$ cat src/rtl/moore_seq_detector.sv
// Serial Moore sequence detector with a runtime-loadable pattern and length,
// overlapping/non-overlapping match modes and a saturating match counter.
`timescale 1ns/1ps
module moore_seq_detector #(
  parameter int                 MAX_LEN     = 8,
  parameter int                 LEN_W       = $clog2(MAX_LEN + 1),
  parameter int                 CNT_W       = 8,
  parameter logic [MAX_LEN-1:0] DEF_PATTERN = 8'b0000_1010,
  parameter int                 DEF_LEN     = 4,
  parameter bit                 DEF_OVERLAP = 1'b1
) (
  input  logic               clk,
  input  logic               rst,
  input  logic               in,
  input  logic               in_valid,
  input  logic               cfg_load,
  input  logic [MAX_LEN-1:0] cfg_pattern,
  input  logic [LEN_W-1:0]   cfg_len,
  input  logic               cfg_overlap,
  input  logic               cnt_clr,
  output logic               out,
  output logic [CNT_W-1:0]   match_count
);

  typedef enum logic {HUNT = 1'b0, MATCH = 1'b1} state_t;

  state_t             r_st;
  logic [MAX_LEN-1:0] r_hist;
  logic [MAX_LEN-1:0] r_pat;
  logic [LEN_W-1:0]   r_fill;
  logic [LEN_W-1:0]   r_len;
  logic               r_ovl;
  logic [CNT_W-1:0]   r_cnt;

  logic [MAX_LEN-1:0] w_hist_n;
  logic [MAX_LEN-1:0] w_mask;
  logic [LEN_W-1:0]   w_fill_n;
  logic [LEN_W-1:0]   w_cfg_len;
  logic               w_accept;
  logic               w_match;

  // Only the low r_len history bits take part in the comparison.
  always_comb begin
    w_mask = '0;
    for (int i = 0; i < MAX_LEN; i++) begin
      w_mask[i] = (LEN_W'(i) < r_len);
    end
  end

  always_comb begin
    w_cfg_len = cfg_len;
    if (cfg_len == '0) begin
      w_cfg_len = LEN_W'(1);
    end else if (cfg_len > LEN_W'(MAX_LEN)) begin
      w_cfg_len = LEN_W'(MAX_LEN);
    end
  end

  assign w_hist_n = {r_hist[MAX_LEN-2:0], in};
  assign w_fill_n = (r_fill >= LEN_W'(MAX_LEN)) ? r_fill : r_fill + LEN_W'(1);
  assign w_accept = in_valid && !cfg_load;
  assign w_match  = (w_fill_n >= r_len) && (((w_hist_n ^ r_pat) & w_mask) == '0);

  always_ff @(posedge clk or negedge rst) begin
    if (!rst) begin
      r_st   <= HUNT;
      r_hist <= '0;
      r_fill <= '0;
      r_pat  <= DEF_PATTERN;
      r_len  <= LEN_W'(DEF_LEN);
      r_ovl  <= DEF_OVERLAP;
      r_cnt  <= '0;
    end else begin
      if (cfg_load) begin
        r_pat  <= cfg_pattern;
        r_len  <= w_cfg_len;
        r_ovl  <= cfg_overlap;
        r_hist <= '0;
        r_fill <= '0;
        r_st   <= HUNT;
      end else if (w_accept) begin
        r_hist <= w_hist_n;
        if (w_match) begin
          r_st   <= MATCH;
          // Non-overlapping mode demands a full fresh pattern after each hit.
          r_fill <= r_ovl ? w_fill_n : '0;
        end else begin
          r_st   <= HUNT;
          r_fill <= w_fill_n;
        end
      end

      if (cnt_clr) begin
        r_cnt <= '0;
      end else if (w_accept && w_match && (r_cnt != {CNT_W{1'b1}})) begin
        r_cnt <= r_cnt + CNT_W'(1);
      end
    end
  end

  assign out         = (r_st == MATCH);
  assign match_count = r_cnt;

endmodule

$ cat config.mk
export PLATFORM = sky130hd
export DESIGN_NAME = moore_seq_detector
export DESIGN_NICKNAME = d
export VERILOG_FILES = /design/src/rtl/moore_seq_detector.sv
export SDC_FILE = /design/constraint.sdc
export NUM_CORES = 1
export LEC_CHECK = 0
export ABC_AREA = 1
export ABC_CLOCK_PERIOD_IN_PS = 2250
export CAP_MARGIN = 20
export CORE_ASPECT_RATIO = 0.6
export CORE_UTILIZATION = 45
export DETAILED_ROUTE_END_ITERATION = 16
export GPL_TIMING_DRIVEN = 1
export PLACE_DENSITY_LB_ADDON = 0.15
export SLEW_MARGIN = 20
export SYNTH_ARGS = -nofsm -noshare
export SYNTH_HDL_FRONTEND = slang
export SYNTH_SLANG_ARGS = --single-unit
$ cat constraint.sdc
create_clock -name clk -period 2.25 [get_ports clk]
set_clock_uncertainty 0.05 [all_clocks]
set_input_delay 0.45 -clock clk [delete_from_list [all_inputs] [get_ports clk]]
set_output_delay 0.45 -clock clk [all_outputs]
set_load 0.05 [all_outputs]
==> results of run 1 <==
## sequential cells by signal (all words and copies together) (netlist names)
register / flops
r_pat: 8
match_count: 8
r_ovl: 1
r_fill: 4
out: 1
r_hist: 7
r_len: 4
## cell families (layout without fill, tap and decap cells)
group                      after synthesis  in the layout  synth area share
adders and majority gates                7              7            0.0450
and+or+nand+nor                        119            119             0.315
DFF                                     33             33             0.427
buffers and inverters                   49             85            0.0952
AOI/OAI and AO/OA                       29             29            0.0817
xor gates and xnor gates                 8              8            0.0360
## cell type report
| class | count | area (um2) |
|---|---|---|
| clock inverters | 1 | 30.0 |
| repair buffers | 32 | 308 |
| clock buffers | 7 | 86.3 |
| fillers | 386 | 1690 |
| multi-input cells | 163 | 936 |
| flip-flops and latches | 33 | 831 |
| inverters | 45 | 169 |
| well taps | 60 | 75.1 |
## where the power goes
part,switching (mW),internal [mW],total [mW]
sequential,0.0210,0.625,0.646
combinational,0.155,0.101,0.255
clock,0.220,0.361,0.582
total,0.396,1.09,1.48
## path summary, 6_finish.rpt
path / endpoint / depth (start not counted)
min in group asynchronous: match_count[4] / 2
hold / removal: r_pat[1] / 2
setup / recovery: match_count[3] / 13
setup reg to reg: match_count[3] / 13
hold reg to reg: r_pat[1] / 2
max in group asynchronous: r_len[2] / 2
## metal layers
metal / routed length [um] / vias up / GRT usage
met5: 0 / - / 0
met2: 1510 / 20 / 0.280
met4: 40 / 0 / 0.0583
met1: 2230 / 700 / 0.298
met3: 130 / 5 / 0.0515
li1: - / 842 / -
## worst reg2reg max path: stages (launching register included)
cell and delay [ps]:
sky130_fd_sc_hd__dfrtp_1 390, sky130_fd_sc_hd__inv_2 60, sky130_fd_sc_hd__ha_1 280, sky130_fd_sc_hd__nand2_1 60, sky130_fd_sc_hd__o21ai_1 80, sky130_fd_sc_hd__ha_1 310, sky130_fd_sc_hd__inv_1 50, sky130_fd_sc_hd__nor2_2 90
sky130_fd_sc_hd__o21ai_2 70, sky130_fd_sc_hd__nand3_4 110, sky130_fd_sc_hd__nand4_4 120, sky130_fd_sc_hd__nor2_8 180, sky130_fd_sc_hd__nand3_1 90, sky130_fd_sc_hd__nand2_1 110
## layout by cell type (no fill, tap or decap), types with 2 or more instances in the layout
| cell type | netlist | routed |
|---|---|---|
| sky130_fd_sc_hd__nand2_1 | 63 | 63 |
| sky130_fd_sc_hd__inv_1 | 39 | 37 |
| sky130_fd_sc_hd__dfrtp_1 | 29 | 29 |
| sky130_fd_sc_hd__nand3_1 | 27 | 27 |
| sky130_fd_sc_hd__clkdlybuf4s50_1 | 0 | 27 |
| sky130_fd_sc_hd__o21ai_0 | 12 | 10 |
| sky130_fd_sc_hd__o22ai_1 | 9 | 9 |
| sky130_fd_sc_hd__nand2_2 | 8 | 8 |
| sky130_fd_sc_hd__inv_2 | 5 | 7 |
| sky130_fd_sc_hd__xor2_1 | 7 | 7 |
| sky130_fd_sc_hd__ha_1 | 7 | 7 |
| sky130_fd_sc_hd__nor2_1 | 7 | 6 |
| sky130_fd_sc_hd__clkbuf_8 | 0 | 6 |
| sky130_fd_sc_hd__o21ai_1 | 4 | 5 |
| sky130_fd_sc_hd__nor2_2 | 4 | 5 |
| sky130_fd_sc_hd__buf_4 | 0 | 5 |
| sky130_fd_sc_hd__dfstp_2 | 4 | 4 |
| sky130_fd_sc_hd__nor2_4 | 3 | 3 |
| sky130_fd_sc_hd__a21oi_1 | 3 | 3 |
| sky130_fd_sc_hd__nand3_2 | 2 | 2 |
| sky130_fd_sc_hd__nand4_4 | 2 | 2 |
## through the flow
step / hold WS, ps / TNS, ps / util
floorplan: 104 / 0 / -
detailed placement: 441 / -18.3 / 0.557
global placement: 435 / 0 / 0.557
finish: 450 / 0 / 0.591
CTS: 451 / 0 / 0.586
global route: 480 / -1.53 / 0.591
## repair_timing
action | CTS | global route
pin swaps | 0 | 5
endpoints found under the setup margin | 4 | 10
resized for setup | 1 | 5
buffers inserted | 0 | 2
==> impl_metrics.yaml, run 1 <==
power:
  ir_worst_vdd_v: 0.000349
  cellPowerDensity_mw_per_mm2: 609
  power.static_leakage_nw: 1.22
  p_total_mw: 1.48
setup_path:
  timing.critical_path.required_ps: 2420
  regToRegSetupSlack_ps: 160
  start_kind: "register"
  critPathArrivalTime_ps: 2270
  cp_slowest_stage_delay_ps: 390
  path_class: "register to register"
  worst_setup_path_startpoint: "r_fill[0]"
  path_buf_inv: 2
  regToRegStartpoint: "r_fill[0]"
  endpoint_kind: "register"
  critical_path.slowest_cell: "sky130_fd_sc_hd__dfrtp_1"
  cp_top_family: "simple AND/OR/NAND/NOR gates"
  path_cells: "inv_2, ha_1, nand2_1, o21ai_1, ha_1, inv_1, nor2_2, o21ai_2, nand3_4, nand4_4, nor2_8, nand3_1, nand2_1"
  crit_fanout: 8
synthesis:
  ys_seq_area_frac: 0.427
  yosys_warnings: 0
  post-synth-top-area-cell: "sky130_fd_sc_hd__dfrtp_1"
  register_bit_count_reported_by_yosys: 33
  postSynthNetCount: 271
  ys_top_cells_by_count: "63 x sky130_fd_sc_hd__nand2_1, 39 x sky130_fd_sc_hd__inv_1, 29 x sky130_fd_sc_hd__dfrtp_1, 27 x sky130_fd_sc_hd__nand3_1, 12 x sky130_fd_sc_hd__o21ai_0"
  synth_top_cells_by_area: "sky130_fd_sc_hd__dfrtp_1 37%, sky130_fd_sc_hd__nand2_1 12%, sky130_fd_sc_hd__inv_1 7.5%"
  synth_area_mm2: 0.00195
  synth-edff-count: 0
  synth.avg_cell_area_um2: 7.94
  post_synth_inst_count: 245
  synthMostInstantiatedCell: "sky130_fd_sc_hd__nand2_1"
  synth-async-reset-ratio: 1.00
  postSynth.topFlopCell: "sky130_fd_sc_hd__dfrtp_1"
  yosysTopAreaCellShare: 0.373
  ys_types: 26
run_status:
  run_status: "finished, final reports clean"
min_path:
  timing.hold.worst.class: "register to register"
  hold_path.startpoint: "r_pat[1]"
floorplanning:
  placement_row_count: 18
  ioPinCount: 28
  dieArea_mm2: 0.00460
  die_height_um: 52.9
  die_outline_width_um: 86.9
  design.core.area_mm2: 0.00412
  initial_core_util: 0.472
timing:
  final-max-slew-violation-count: 0
  slew_at_the_pin_closest_to_its_max_slew_limit_ps: 498
  postLayoutSetupSlackWorst_ps: 157
  time_the_final_worst_path_needs_with_i_o_delays_and_setup_ps: 2090
  final_hold_viols: 0
  min_period_over_period: 0.930
  fmaxAchievable_mhz: 478
  slew_headroom: 0.667
  finalSetupViolCount: 0
finish:
  fin_area_mm2: 0.00243
  layout-area-overhead-vs-synth_pct: 25.1
  final_nets: 306
  diodes: 0
  drive_above_1_share: 0.164
  final_cell_count_no_fill: 341
cts:
  worst_skew_pair.late_latency_ps: 290
  cts.clk_slew.worst_paths_ps: 70
  htreeDepth: 2
  tritoncts.num_buffers: 5
  hold_buf_cts: 0
  cts.sinks: 33
  tritoncts: "built"
  ctsLongestPathBuffers: 2
  clockRootBuffer: "sky130_fd_sc_hd__clkbuf_8"
global_route:
  grt_max_degree: 34
  grt_first_pass_wirelength_um: 6770
  grt_antenna_before_repair: 0
  grt_overflow_total: 0
  grt_usage: 0.199
  grt_pass1_vias: 1467
detailed_routing:
  drt-vias-per-instance: 4.60
  drc_violations_left: 0
  detail_route.wirelength_um: 3910
  number_of_iterations_in_the_first_detailed_routing_pass: 4
  ant_nets: 0
  initialDrtViolationCount: 70
  via_count: 1567
  routed_wire_length_per_instance_um: 11.5
placement:
  placed_area_mm2: 0.00230
  dp_cells: 331
  dpl.hpwl_um: 2910
  portBuffers: 27
  place_worst_setup_slack_ps: -18.3
  gp_congestion: 0.807
job:
  max_cap_violations: 0
Power figures use the tool's default switching activity.
==> run 2, diff against run 1 <==
Settings changed: CAP_MARGIN 20 to default.
==> results of run 2 <==
Same layout as run 1: the final DEF is identical, and so are final timing and power.
==> run 3, diff against run 2 <==
Settings changed: ABC_CLOCK_PERIOD_IN_PS 2250 to 2700, SLEW_MARGIN 20 to 5.
Clock period 2.25 ns to 2.7 ns, I/O delays scaled along.
==> run 3 against run 2 <==
First-iteration DRC count up 47%. Combinational power down 21%. Critical path depth unchanged. Routed wire length down 2.3%. Via count up 0.57%. Non-clock buffer count down 3. Global-route usage down 0.48 points. Worst setup slack better by 300 ps. Worst hold slack worse by 15 ps. Largest cell class unchanged.
==> impl_metrics.yaml, run 3 (synthesis gave the netlist of run 1 again) <==
finish:
  highest_count_cells_in_the_layout_ignoring_fill_and_taps: "63 x sky130_fd_sc_hd__nand2_1, 39 x sky130_fd_sc_hd__inv_1, 29 x sky130_fd_sc_hd__dfrtp_1"
  drive_above_1_share: 0.137
  final_cell_count_no_fill: 338
  final_nets: 303
  postLayoutCoreUtil: 0.577
  final.fill_count: 387
  layout-area-overhead-vs-synth_pct: 22.3
  layout.cells.most_common: "sky130_fd_sc_hd__nand2_1"
  diodes: 0
timing:
  time_the_final_worst_path_needs_with_i_o_delays_and_setup_ps: 2240
  min_period_over_period: 0.829
  fmaxAchievable_mhz: 447
  final-max-slew-violation-count: 0
  slew_headroom: 0.667
  rsz0062_at_grt: "no"
  final_hold_viols: 0
  finalSetupViolCount: 0
  finalSetupTns_ps: 0
  slew_at_the_pin_closest_to_its_max_slew_limit_ps: 497
  final.hold.worst_slack_ps: 435
detailed_routing:
  via_count: 1576
  initialDrtViolationCount: 103
  number_of_iterations_in_the_first_detailed_routing_pass: 4
  ant_nets: 0
  drt-vias-per-instance: 4.66
  detail_route.wirelength_um: 3820
  drc_violations_left: 0
  routed_wire_length_per_instance_um: 11.3
placement:
  gp_congestion: 0.813
  portBuffers: 27
  dp_cells: 330
  dpl.hpwl_um: 2920
setup_path:
  worst-path-stages: 13
  worst_setup_path_startpoint: "r_fill[0]"
  critPathArrivalTime_ps: 2360
  cp_slowest_stage_delay_ps: 380
  rr_endpoint: "match_count[4]"
  timing.critical_path.required_ps: 2820
  regToRegSetupSlack_ps: 460
  endpoint_kind: "register"
  path_buf_inv: 2
  r2r.worst_path.cells: 13
  critical_path.slowest_cell: "sky130_fd_sc_hd__dfrtp_1"
  path_class: "register to register"
  regToRegStartpoint: "r_fill[0]"
  start_kind: "register"
  cp_top_family: "simple AND/OR/NAND/NOR gates"
  crit_fanout: 8
  path_cells: "inv_1, ha_1, nand2_1, o21ai_0, ha_1, inv_1, nor2_1, o21ai_0, nand3_4, nand4_4, nor2_8, nand3_1, nand2_1"
min_path:
  holdPathEnd: "out"
  timing.hold.worst.class: "register to register"
  hold_path.startpoint: "out"
  min_delay_path_depth: 2
floorplanning:
  die_height_um: 52.9
  die_outline_width_um: 86.9
  ioPinCount: 28
  initial_core_util: 0.472
  dieArea_mm2: 0.00460
  placement_row_count: 18
  design.core.area_mm2: 0.00412
power:
  p_total_mw: 1.12
  power.static_leakage_nw: 1.19
  ir_worst_vdd_v: 0.000295
  cellPowerDensity_mw_per_mm2: 471
global_route:
  grt_usage: 0.194
  grt_use_met1: 0.297
  grt_overflow_total: 0
  grt_first_pass_wirelength_um: 6470
  grt_max_degree: 34
  globalRouteMet2Util: 0.244
  globalRouteMet3Util: 0.0484
  grt_pass1_vias: 1350
  grt_antenna_before_repair: 0
  grt_most_used_layer: "met1"
cts:
  ctsLongestPathBuffers: 2
  cts.clk_slew.worst_paths_ps: 70
  worst_skew_pair.late_latency_ps: 280
  post_cts_resize_count: 0
  htreeDepth: 2
  cts.repair_timing.setup_buffer_count: 0
  tritoncts.num_buffers: 5
  cts.sinks: 33
  tritoncts: "built"
  clockRootBuffer: "sky130_fd_sc_hd__clkbuf_8"
  hold_buf_cts: 0
run_status:
  run_status: "finished, final reports clean"
job:
  max_cap_violations: 0
run 3: changes by cell type in the layout (fill, tap and decap cells not counted), sizes merged:
cell	change
clkbuf	+1
buf	-3
bufinv	-1
run 3: worst max path at each step:
stage | slack [ps] | endpoint
after floorplan | 610 | match_count[2]
after global placement | 500 | match_count[2]
after detailed placement | 450 | match_count[1]
after CTS | 440 | match_count[4]
after global routing | 230 | match_count[6]
final | 460 | match_count[4]
run 3: cell type report:
cell class | instances | area, um2 | area share
multi-input cells | 163 | 930 | 0.391
inverters | 45 | 169 | 0.0710
clock buffers | 8 | 90.1 | 0.0379
flip-flops and latches | 33 | 831 | 0.349
well taps | 60 | 75.1 | 0.0315
repair buffers | 29 | 285 | 0.120
run 3: worst reg2reg max path, cell delays in order (launching register included):
cell	delay (ps)
sky130_fd_sc_hd__dfrtp_1	380
sky130_fd_sc_hd__inv_1	80
sky130_fd_sc_hd__ha_1	290
sky130_fd_sc_hd__nand2_1	60
sky130_fd_sc_hd__o21ai_0	100
sky130_fd_sc_hd__ha_1	300
sky130_fd_sc_hd__inv_1	60
sky130_fd_sc_hd__nor2_1	30
sky130_fd_sc_hd__o21ai_0	270
sky130_fd_sc_hd__nand3_4	160
sky130_fd_sc_hd__nand4_4	160
sky130_fd_sc_hd__nor2_8	60
sky130_fd_sc_hd__nand3_1	70
sky130_fd_sc_hd__nand2_1	50
run 3: routing by layer:
| layer | routed length (um) | part of all wire |
|---|---|---|
| met4 | 57 | 0.015 |
| met2 | 1450 | 0.38 |
| met3 | 143 | 0.037 |
| met1 | 2160 | 0.57 |
| met5 | 0 | 0 |
run 3: stage by stage:
stage | area (um2) | worst slack, ps
after floorplan | 1950 | 605
after global placement | 2290 | 502
after detailed placement | 2290 | 455
final | 2380 | 462
after global routing | 2380 | 227
after CTS | 2380 | 438
run 3: where the power goes:
part | total [mW] | switching (mW) | internal [mW]
Sequential | 0.537 | 0.0167 | 0.521
Combinational | 0.202 | 0.124 | 0.0782
Clock | 0.382 | 0.174 | 0.208
Total | 1.12 | 0.315 | 0.807
